`config.mk`:
```
export PLATFORM = sky130hd
export DESIGN_NAME = result_stream_fifo
export DESIGN_NICKNAME = d
export VERILOG_FILES = /design/src/rtl/result_stream_fifo.sv
export SDC_FILE = /design/constraint.sdc
export NUM_CORES = 1
export LEC_CHECK = 0
export CAP_MARGIN = 20
export CORE_MARGIN = 1.5
export CORE_UTILIZATION = 52
export DETAILED_ROUTE_END_ITERATION = 10
export PLACE_DENSITY = 0.82
export SETUP_SLACK_MARGIN = 0.4
export SLEW_MARGIN = 25
export SYNTH_ARGS = -nofsm -noshare
export SYNTH_HDL_FRONTEND = slang
export SYNTH_SLANG_ARGS = --single-unit
```
`constraint.sdc`:
```
create_clock -name clk -period 4.25 [get_ports clk]
set_input_delay 0.425 -clock clk [delete_from_list [all_inputs] [get_ports clk]]
set_output_delay 0.425 -clock clk [all_outputs]
set_load 0.02 [all_outputs]
```
`src/rtl/result_stream_fifo.sv`:
```
// rtl/result_stream_fifo.sv - CPA result capture FIFO with valid/ready output stream
// Tags frame ends, keeps sticky overflow and a popped-frame counter for the control unit.
module result_stream_fifo #(
  parameter int W     = 36,
  parameter int DEPTH = 8
) (
  input  logic                     clk,
  input  logic                     reset_n,
  input  logic                     clear,
  input  logic                     in_valid,
  input  logic [W-1:0]             in_data,
  input  logic                     in_last,
  output logic                     out_valid,
  input  logic                     out_ready,
  output logic [W-1:0]             out_data,
  output logic                     out_last,
  output logic [$clog2(DEPTH):0]   count,
  output logic                     full,
  output logic                     empty,
  output logic                     overflow,
  output logic [7:0]               frames
);

  localparam int AW = $clog2(DEPTH);
  localparam logic [AW:0] FULL_CNT = (AW+1)'(DEPTH);

  typedef enum logic {ST_RUN, ST_FLUSH} state_e;

  state_e          state_q, state_d;
  logic [AW-1:0]   wr_ptr_q, wr_ptr_d;
  logic [AW-1:0]   rd_ptr_q, rd_ptr_d;
  logic [AW:0]     count_q, count_d;
  logic            overflow_q, overflow_d;
  logic [7:0]      frames_q, frames_d;
  logic [W:0]      mem_q [DEPTH];
  logic [W:0]      head;
  logic            run, push, pop;

  assign run       = (state_q == ST_RUN);
  assign head      = mem_q[rd_ptr_q];
  assign out_data  = head[W-1:0];
  assign out_last  = head[W];
  assign count     = count_q;
  assign full      = (count_q == FULL_CNT);
  assign empty     = (count_q == '0);
  assign out_valid = run && !empty;
  assign overflow  = overflow_q;
  assign frames    = frames_q;

  // clear swallows any push/pop in its own cycle
  assign pop  = out_valid && out_ready && !clear;
  assign push = run && !clear && in_valid && (!full || pop);

  always_comb begin
    state_d    = ST_RUN;
    wr_ptr_d   = wr_ptr_q;
    rd_ptr_d   = rd_ptr_q;
    count_d    = count_q;
    overflow_d = overflow_q;
    frames_d   = frames_q;
    if (clear) begin
      state_d    = run ? ST_FLUSH : ST_RUN;
      wr_ptr_d   = '0;
      rd_ptr_d   = '0;
      count_d    = '0;
      overflow_d = 1'b0;
      frames_d   = '0;
    end else begin
      if (push) wr_ptr_d = wr_ptr_q + 1'b1;
      if (pop) begin
        rd_ptr_d = rd_ptr_q + 1'b1;
        if (head[W]) frames_d = frames_q + 8'd1;
      end
      if (push && !pop)      count_d = count_q + 1'b1;
      else if (pop && !push) count_d = count_q - 1'b1;
      if (run && in_valid && full && !pop) overflow_d = 1'b1;
    end
  end

  always_ff @(posedge clk or negedge reset_n) begin
    if (!reset_n) begin
      state_q    <= ST_RUN;
      wr_ptr_q   <= '0;
      rd_ptr_q   <= '0;
      count_q    <= '0;
      overflow_q <= 1'b0;
      frames_q   <= '0;
    end else begin
      state_q    <= state_d;
      wr_ptr_q   <= wr_ptr_d;
      rd_ptr_q   <= rd_ptr_d;
      count_q    <= count_d;
      overflow_q <= overflow_d;
      frames_q   <= frames_d;
    end
  end

  // storage is deliberately not reset
  always_ff @(posedge clk) begin
    if (push) mem_q[wr_ptr_q] <= {in_last, in_data};
  end

endmodule

```
== Word level (Yosys, flattened, before mapping) ==
Memories as Yosys holds them, arrays and structs flattened.
Index checks and enable logic that the tools add are counted.
Word-level totals
  bits in registers: 20
  bits in writable memories: 296
  input port bits: 42
  logic and storage cells: 54
  memories: 1
Cells by class
  add/subtract/negate cells: 5
  equal/unequal tests: 1
  mux-type cells: 16
  bitwise operators: 1
  reduce and logical (&&, ||, !) cells: 24
Memory list
  mem_q: depth 8, bits a word 37, rd ports 1, clocked after Yosys merged registers in 0, write ports 1, RTL line 35  | logic [W:0] mem_q [DEPTH];
Operator list (count)
  2-to-1 mux 8 bit: 3
  2-to-1 mux 3 bit: 4
  2-to-1 mux 4 bit: 3
  logical AND 1 bit: 11
  adder 8 x 1 -> 8 bit, second input constant: 1
  nonzero test 2 bit: 4
  adder 3 x 1 -> 3 bit, second input constant: 2
  2-to-1 mux 1 bit: 6
  logical NOT 1 bit: 5
  adder 4 x 1 -> 4 bit, second input constant: 1
  equality test 4 bit, second input constant: 1
  logical NOT 4 bit: 1
  subtractor 4 x 1 -> 4 bit, second input constant: 1
  nonzero test 3 bit: 1
  AND reduction 2 bit: 1
  logical OR 1 bit: 1
  inverter 1 bit: 1

== Longest topological paths before layout ==
  depth after elaboration: 12
  gate-level depth with buffers: 10
  depth with buffers taken out: 10

== Worst setup path after synthesis ==
OpenSTA, ideal clock, no wires.
  kind: flip-flop to flip-flop
  start point: reg count_q[3], in the netlist count[3]
  end point: mem mem_q[0][0] in the netlist's numbering, enable pin
  setup time: 0.477 ns
  arrival time: 3.844 ns
  required time: 3.773 ns
  slack: -0.071 ns
  cell stages (with the launch flop): 6
  buffers on the path: 0
  period minus slack after synthesis: 4.321 ns
  path through: dfrtp_1 > or4b_2 > nor2_1 > nor3_1 > nand2b_1 > nor3_1
Between the ends
  longest elaborated chain between the ends: 9
  elaborated cells between the ends (all ways): 11
  classes of those cells: eq/ne (1); mux (2); reduce/logical (8)
Ends and longest elaborated chain
  start, declared: RTL line 32  | logic [AW:0] count_q, count_d;
  start signal, assigned: RTL line 92  | count_q <= count_d;
  logical NOT 4 bit: RTL line 45  | assign empty = (count_q == '0);
  logical NOT 1 bit: RTL line 46  | assign out_valid = run && !empty;
  logical AND 1 bit: RTL line 46
  logical AND 1 bit (2 in a row): RTL line 51  | assign pop = out_valid && out_ready && !clear;
  logical OR 1 bit *: RTL line 52  | assign push = run && !clear && in_valid && (!full || pop);
  logical AND 1 bit *: RTL line 52
  2-to-1 mux 1 bit *: RTL line 100  | if (push) mem_q[wr_ptr_q] <= {in_last, in_data};
  2-to-1 mux 1 bit (not written as such) *: RTL line 100
  end, declared: RTL line 35
Every way passes the cells marked *; elsewhere a longest branch is shown, timed or not.

== Worst setup path after layout ==
  start point: reg rd_ptr_q[0]
  end point: out out_data[26]
Between the ends
  longest elaborated chain between the ends: 1
Ends and longest elaborated chain
  start, declared: RTL line 31  | logic [AW-1:0] rd_ptr_q, rd_ptr_d;
  start signal, assigned: RTL line 91  | rd_ptr_q <= rd_ptr_d;
  memory (8 x 37 bit)
  end, declared: RTL line 15  | output logic [W-1:0] out_data,
No other way between the ends.

==> run metrics <==
initial antenna violation count 1; Fin Setup TNS 0 ps; Starting DRT DRC Count approximately 440; sequential area share after synthesis approximately 77%; pwr dens around 520 mW/mm^2; gpl congestion between 0.7 and 0.8; residual DRC count 0; Least-Margin Pin Slew around 860 ps; Global Route Usage Sum approximately a fifth; IO Pins 95; Placement Rows between 50 and 60; clock latency on the worst-skew pair 560 ps; Root Buffer clkbuf_16; CTS tree built; Cells after Synth between 500 and 600; Final Cycle Share between 80% and 90%; Max-Cap Viols 0; Avg WL per Cell 23.83 um; die area about 0.024 mm^2; Die H between 150 and 200 um; crit path launch type flip-flop; Initial Util a little over half; Syn Area/Cell 21.95 um^2; area of the mapped netlist approximately 0.012 mm^2; f_max around 280 MHz; post-route ant nets 0; Final Slew Violations 0; core area roughly 0.023 mm^2; share of cells above drive strength 1 between 20% and 30%; Detailed Routing Iterations Pass 1 5; EDFF count, synth slightly below 300; CTS Buf Count 31; minimum clock period around 3600 ps; footprint of the multi-input gates 0.002738 mm^2; Vias about 5900; Setup-failing EPs final 0; P&R area growth vs syn 19.74%; Worst EP required around 3800 ps; Detailed Place HPWL about 14000 um; Max VDD drop ~0.37 mV; number of port buffers between 90 and 100; Synth top cells by count 296 x edfxtp_1, 73 x mux4_2, 36 x mux2_2, 23 x nor2_1, 20 x dfrtp_1; worst-path maximum fanout 32; final std cells w/o fill ~1000; status finished, final reports clean; Final nets around 720; Sink Count about 320; WS Path Type flip-flop to output port; Die X approximately 160 um; Final Worst Setup Slack approximately 680 ps; Yosys top cell by area edfxtp_1; count leader, synth edfxtp_1; clock skew between 15 and 20 ps; H-tree lvl count 1; dpl ws 1008 ps; Async SR Flop Fraction about 6.3%; Max clock buf depth 3; Register Area about 0.0094 mm^2; largest net degree at the start of global routing 76; dominant synthesized flop cell edfxtp_1; first-pass GRT wire length 37230 um; distinct cell type count after synthesis 31; Synth Register Bits between 300 and 400; Post-Place Cells roughly 950; HP Class input pin to asynchronous set/reset pin; WP data arrival about 3200 ps; LEAKAGE 4.595 nW; Final Hold Fails 0; top cell type's share of synthesized area between 70% and 80%; GR Overflow Total 0; Power Total 7.575 mW; WL final 24090 um; Syn. warnings 0; Syn Nets 603; Clk pin slew, worst setup/hold paths around 60 ps; crit end category output port; # fillers approximately 1500; vias in the first global route 6184; Synth area leaders edfxtp_1 73%, mux4_2 13%, dfrtp_1 4.1%; post-CTS setup buffer count 0; drt via density 5.792; WHS 370.9 ps; relative slew slack roughly 42%; reg2reg path depth 6; RSZ-0062 raised after global routing no
-- final cells by class --
class	count	share of cell area, %
Sequential cell	316	64.43
Multi-Input combinational cell	210	18.77
Timing Repair Buffer	110	7.909
Clock buffer	38	5.498
Tap cell	313	2.685
Clock inverter	17	0.5404
Inverter	6	0.1544
Antenna cell	1	0.01716
-- cell families after synthesis --
family	after synthesis	share of synthesized area, %
and+or+nand+nor	68	2.619
DFF	316	77.07
adders and majority gates	6	0.6779
muxes	115	17.32
AOI/OAI and AO/OA	9	0.4417
buffers and inverters	29	1.007
xor gates and xnor gates	12	0.8628
-- cells in the final DEF, fill, tap and decap left out, types with 2 or more instances in the layout --
| master | count |
|---|---|
| ha_1 | 5 |
| nor2_4 | 6 |
| clkbuf_16 | 31 |
| dfrtp_1 | 17 |
| mux2_2 | 36 |
| mux4_2 | 73 |
| a21oi_1 | 4 |
| mux2i_1 | 6 |
| clkbuf_1 | 7 |
| nor3_4 | 2 |
| nand2b_1 | 6 |
| buf_4 | 8 |
| inv_6 | 2 |
| nand3_1 | 4 |
| edfxtp_1 | 296 |
| dfrtp_4 | 2 |
| xnor2_1 | 10 |
| buf_12 | 6 |
| nor3_1 | 3 |
| inv_1 | 6 |
| nand3b_1 | 2 |
| xor2_1 | 2 |
| clkinv_2 | 4 |
| clkinv_1 | 11 |
| nor4_1 | 3 |
| nor2_1 | 17 |
| clkdlybuf4s50_1 | 93 |
| nand2_1 | 18 |
| nor2b_1 | 3 |
-- per-layer routing --
layer  vias to the layer above  track usage [%]  share of wire [%]
li1                       2519                -                  -
met1                      3076            27.77                 40
met2                       219            35.20                 51
met3                        42            3.611                6.8
met4                         0            5.351                2.0
met5                         -                0                  0
-- critical path: stages (launching register included) --
cell	delay, ps
dfrtp_4	800
buf_12	350
mux4_2	560
mux2_2	320
clkdlybuf4s50_1	550
-- final timing paths --
kind                             start            to  slack (ps)
max                        rd_ptr_q[0]  out_data[26]         680
min                            reset_n      count[2]         370
max reg2reg                   count[0]   mem_q[3][6]        1320
min reg2reg                   overflow      overflow         540
max in group asynchronous      reset_n   rd_ptr_q[0]        3510
min in group clk              overflow      overflow         540
-- state kept, by name, indices dropped and copies added (netlist names) --
signal    flops
state_q       1
frames        8
mem_q       296
rd_ptr_q      3
count         4
overflow      1
wr_ptr_q      3
-- power breakdown --
group          switching (mW)  internal (mW)
clock network            1.08           1.33
logic                   0.724          0.840
registers               0.121           3.48
-- per-stage QoR --
step	util (%)	area (um^2)
4_1_cts	63.88	14550
6_report	64.04	14590
2_1_floorplan	-	12190
5_1_grt	64.04	14590
3_3_place_gp	60.02	13670
3_5_place_dp	60.02	13670
-- timing repair --
action                                 in CTS  in global routing
hold buffers                                0                  1
endpoints found under the hold margin       0                 20
resized for setup                           0                  0
setup endpoints to repair                   0                  0
No activity file was read; power rests on OpenSTA's default activity.
==> RTL change (config.mk and constraints unchanged) <==
Put one more register stage on the output `count`. The value now appears one clock later. The other outputs are not delayed to match.
--- a/src/rtl/result_stream_fifo.sv
+++ b/src/rtl/result_stream_fifo.sv
@@ -40,7 +40,9 @@
   assign head      = mem_q[rd_ptr_q];
   assign out_data  = head[W-1:0];
   assign out_last  = head[W];
-  assign count     = count_q;
+  always_ff @(posedge clk) begin
+    count <= count_q;
+  end
   assign full      = (count_q == FULL_CNT);
   assign empty     = (count_q == '0);
   assign out_valid = run && !empty;
Function: changed (a bounded check fails within 4 cycles, from zero or initial values and one cycle with reset_n low).
==> RTL change against the unedited design <==
  * Worst setup slack better by 140 ps
  * Area after synthesis up 2.0%
  * Design area up 2.5%
  * Largest cell class unchanged
  * Power down 2.1%
  * Critical endpoint is now out_last
  * Sequential cell count up 4
  * Wire length up 0.18%
  * Highest routed layer is now met5
  * Sequential power about the same
  * Sequential share of layout area down 1.1 points
==> RTL change: results (changes against the unedited design) <==
drt:
  drt_wl_total_um: 24100  # +0.18%
  route.top_layer_used: "met5"
  met2_length_um: 12700  # +3.0%
  wl_met1_um: 9440  # -2.3%
  wl_met3_um: 1520  # -7.8%
  vias: 5989  # +2.3%
  drt_iter0_drc: 436  # -0.46%
  antenna_left: 0  # unchanged
  drt_pass1_iterations: 5  # unchanged
placement:
  placed_area_um2: 13900  # +1.6%
  gp_congestion: 0.790  # +0.60%
  portBuffers: 94  # unchanged
  hpwl_um: 13600  # -0.43%
clock_network:
  cts_setup_buffers: 0  # unchanged
  clock_latency_ps: 550
  path_clk_slew_ps: 70
  clock_path_buffers: 3  # unchanged
  post_cts_resized: 0  # unchanged
  cts_max_level: 1  # unchanged
  root_buffer: "clkbuf_16"
power_and_ir_drop:
  combinationalPowerShare_pct: 13.8  # -6.8 points
  leakagePower_nw: 4.73  # +2.9%
  pg_clk_mw: 2.80  # +16%
  power.switching_mw: 1.68  # -13%
  max-vdd-ir-drop_mv: 0.354  # -5.0%
critical_path:
  cp_max_fo: 49  # +53%
  r2r-end: "mem_q[3][22]"
  crit_arrival_ps: 3010  # -140 ps
  critPathMaxStageDelay_ps: 650  # -150 ps
  rrSetupSlack_ps: 1410  # +90 ps
  r2r.worst_path.cells: 5  # -1
  crit_slowest_cell: "mux4_2"
  reg2reg_from: "count_q[3]"
  cp_top_family: "buffers and inverters"
layout:
  drive_gt1_share_pct: 26.5  # +1.5 points
  fillers: 1520  # +3.6%
  largest_reg_flops: 296  # unchanged
  layout.nets: 736  # +1.8%
  antenna_cells: 0  # -1
  top_register: "mem_q"
timing:
  relSlewSlack_pct: 40.6  # -1.7 points
  clock_skew_ps: 13.2  # -3.75 ps
synth:
  yosys_warnings: 0  # unchanged
  yosysSeqAreaShare_pct: 76.2  # -0.83 points
  synthArstFlopShare_pct: 6.25  # -0.079 points
  syn_nets: 621  # +3.0%
  synth-edff-count: 296  # unchanged
  yosysUniqueCellTypes: 44  # +42%
  synth_area_leaders: "edfxtp_1, mux4_2, dfrtp_1"
  ys_top_cells_by_count: "edfxtp_1, mux4_2, mux2_2"
global_route:
  grtUsageMet2_pct: 35.3  # +0.068 points
  antenna_found_initial: 2  # +1
  grt_pass1_vias: 6318  # +2.2%
  grt_pass1_wl_um: 36600  # -1.6%
  grt_start_max_net_pins: 76  # unchanged
  grt.total_usage_pct: 20.1  # -0.48 points
  use_met3_pct: 3.66  # +0.051 points
  grtUsageMet1_pct: 26.2  # -1.6 points
status:
  status: "finished clean"
min_path:
  hp-class: "input pin to async pin"
## RTL change: cell count changes after synthesis, moves of 2 or more
cell,unedited run,this run
a211oi_1,1,3
a21oi_1,4,10
dfxtp_1,0,4
mux2_2,36,39
nand2_1,18,5
nand3_1,4,6
nor2_1,23,20
nor2b_1,3,5
nor4_1,3,1
o31ai_1,0,5
or4_1,1,5
xnor2_1,10,1
xor2_1,2,5
## RTL change: area by class of cell
class,count,area [um^2],area share [%]
Sequential cell,320,9480,63.4
Multi-Input combinational cell,219,2870,19.2
Timing Repair Buffer,109,1150,7.66
Clock buffer,33,783,5.24
Tap cell,319,399,2.67
Clock inverter,22,258,1.72
Inverter,7,26.3,0.176
## RTL change: metrics by stage
stage	power, mW	std cells	worst slack [ps]	hold WS [ps]	util (%)
6_report	7.41	1029	816	369	63.7
5_1_grt	7.66	1029	646	388	63.7
4_1_cts	7.47	1027	765	413	63.6
3_5_place_dp	4.68	972	900	502	59.2
3_3_place_gp	4.64	972	938	495	59.2
2_1_floorplan	4.29	573	836	129	-
## RTL change: worst max path at each step
stage / from / to / slack [ps] / depth (start not counted)
global placement: in_valid / mem_q[3][10] / 940 / 6
global route: rd_ptr_q[0] / out_last / 650 / 5
CTS: rd_ptr_q[0] / out_last / 770 / 5
detailed placement: in_valid / mem_q[3][14] / 900 / 6
finish: rd_ptr_q[0] / out_last / 820 / 5
floorplan: count_q[0] / mem_q[7][0] / 840 / 5
## RTL change: cells by family (layout without fill, tap and decap cells)
group	Yosys count	after routing	share of synthesized area, %
XOR/XNOR	6	6	0.423
flip-flops	320	320	76.2
adder cells (fa/ha/maj)	6	6	0.665
AO/OA/AOI/OAI	26	26	1.41
multiplexers	119	119	17.3
AND/OR/NAND/NOR	62	62	2.71
buffers and inverters	34	171	1.21
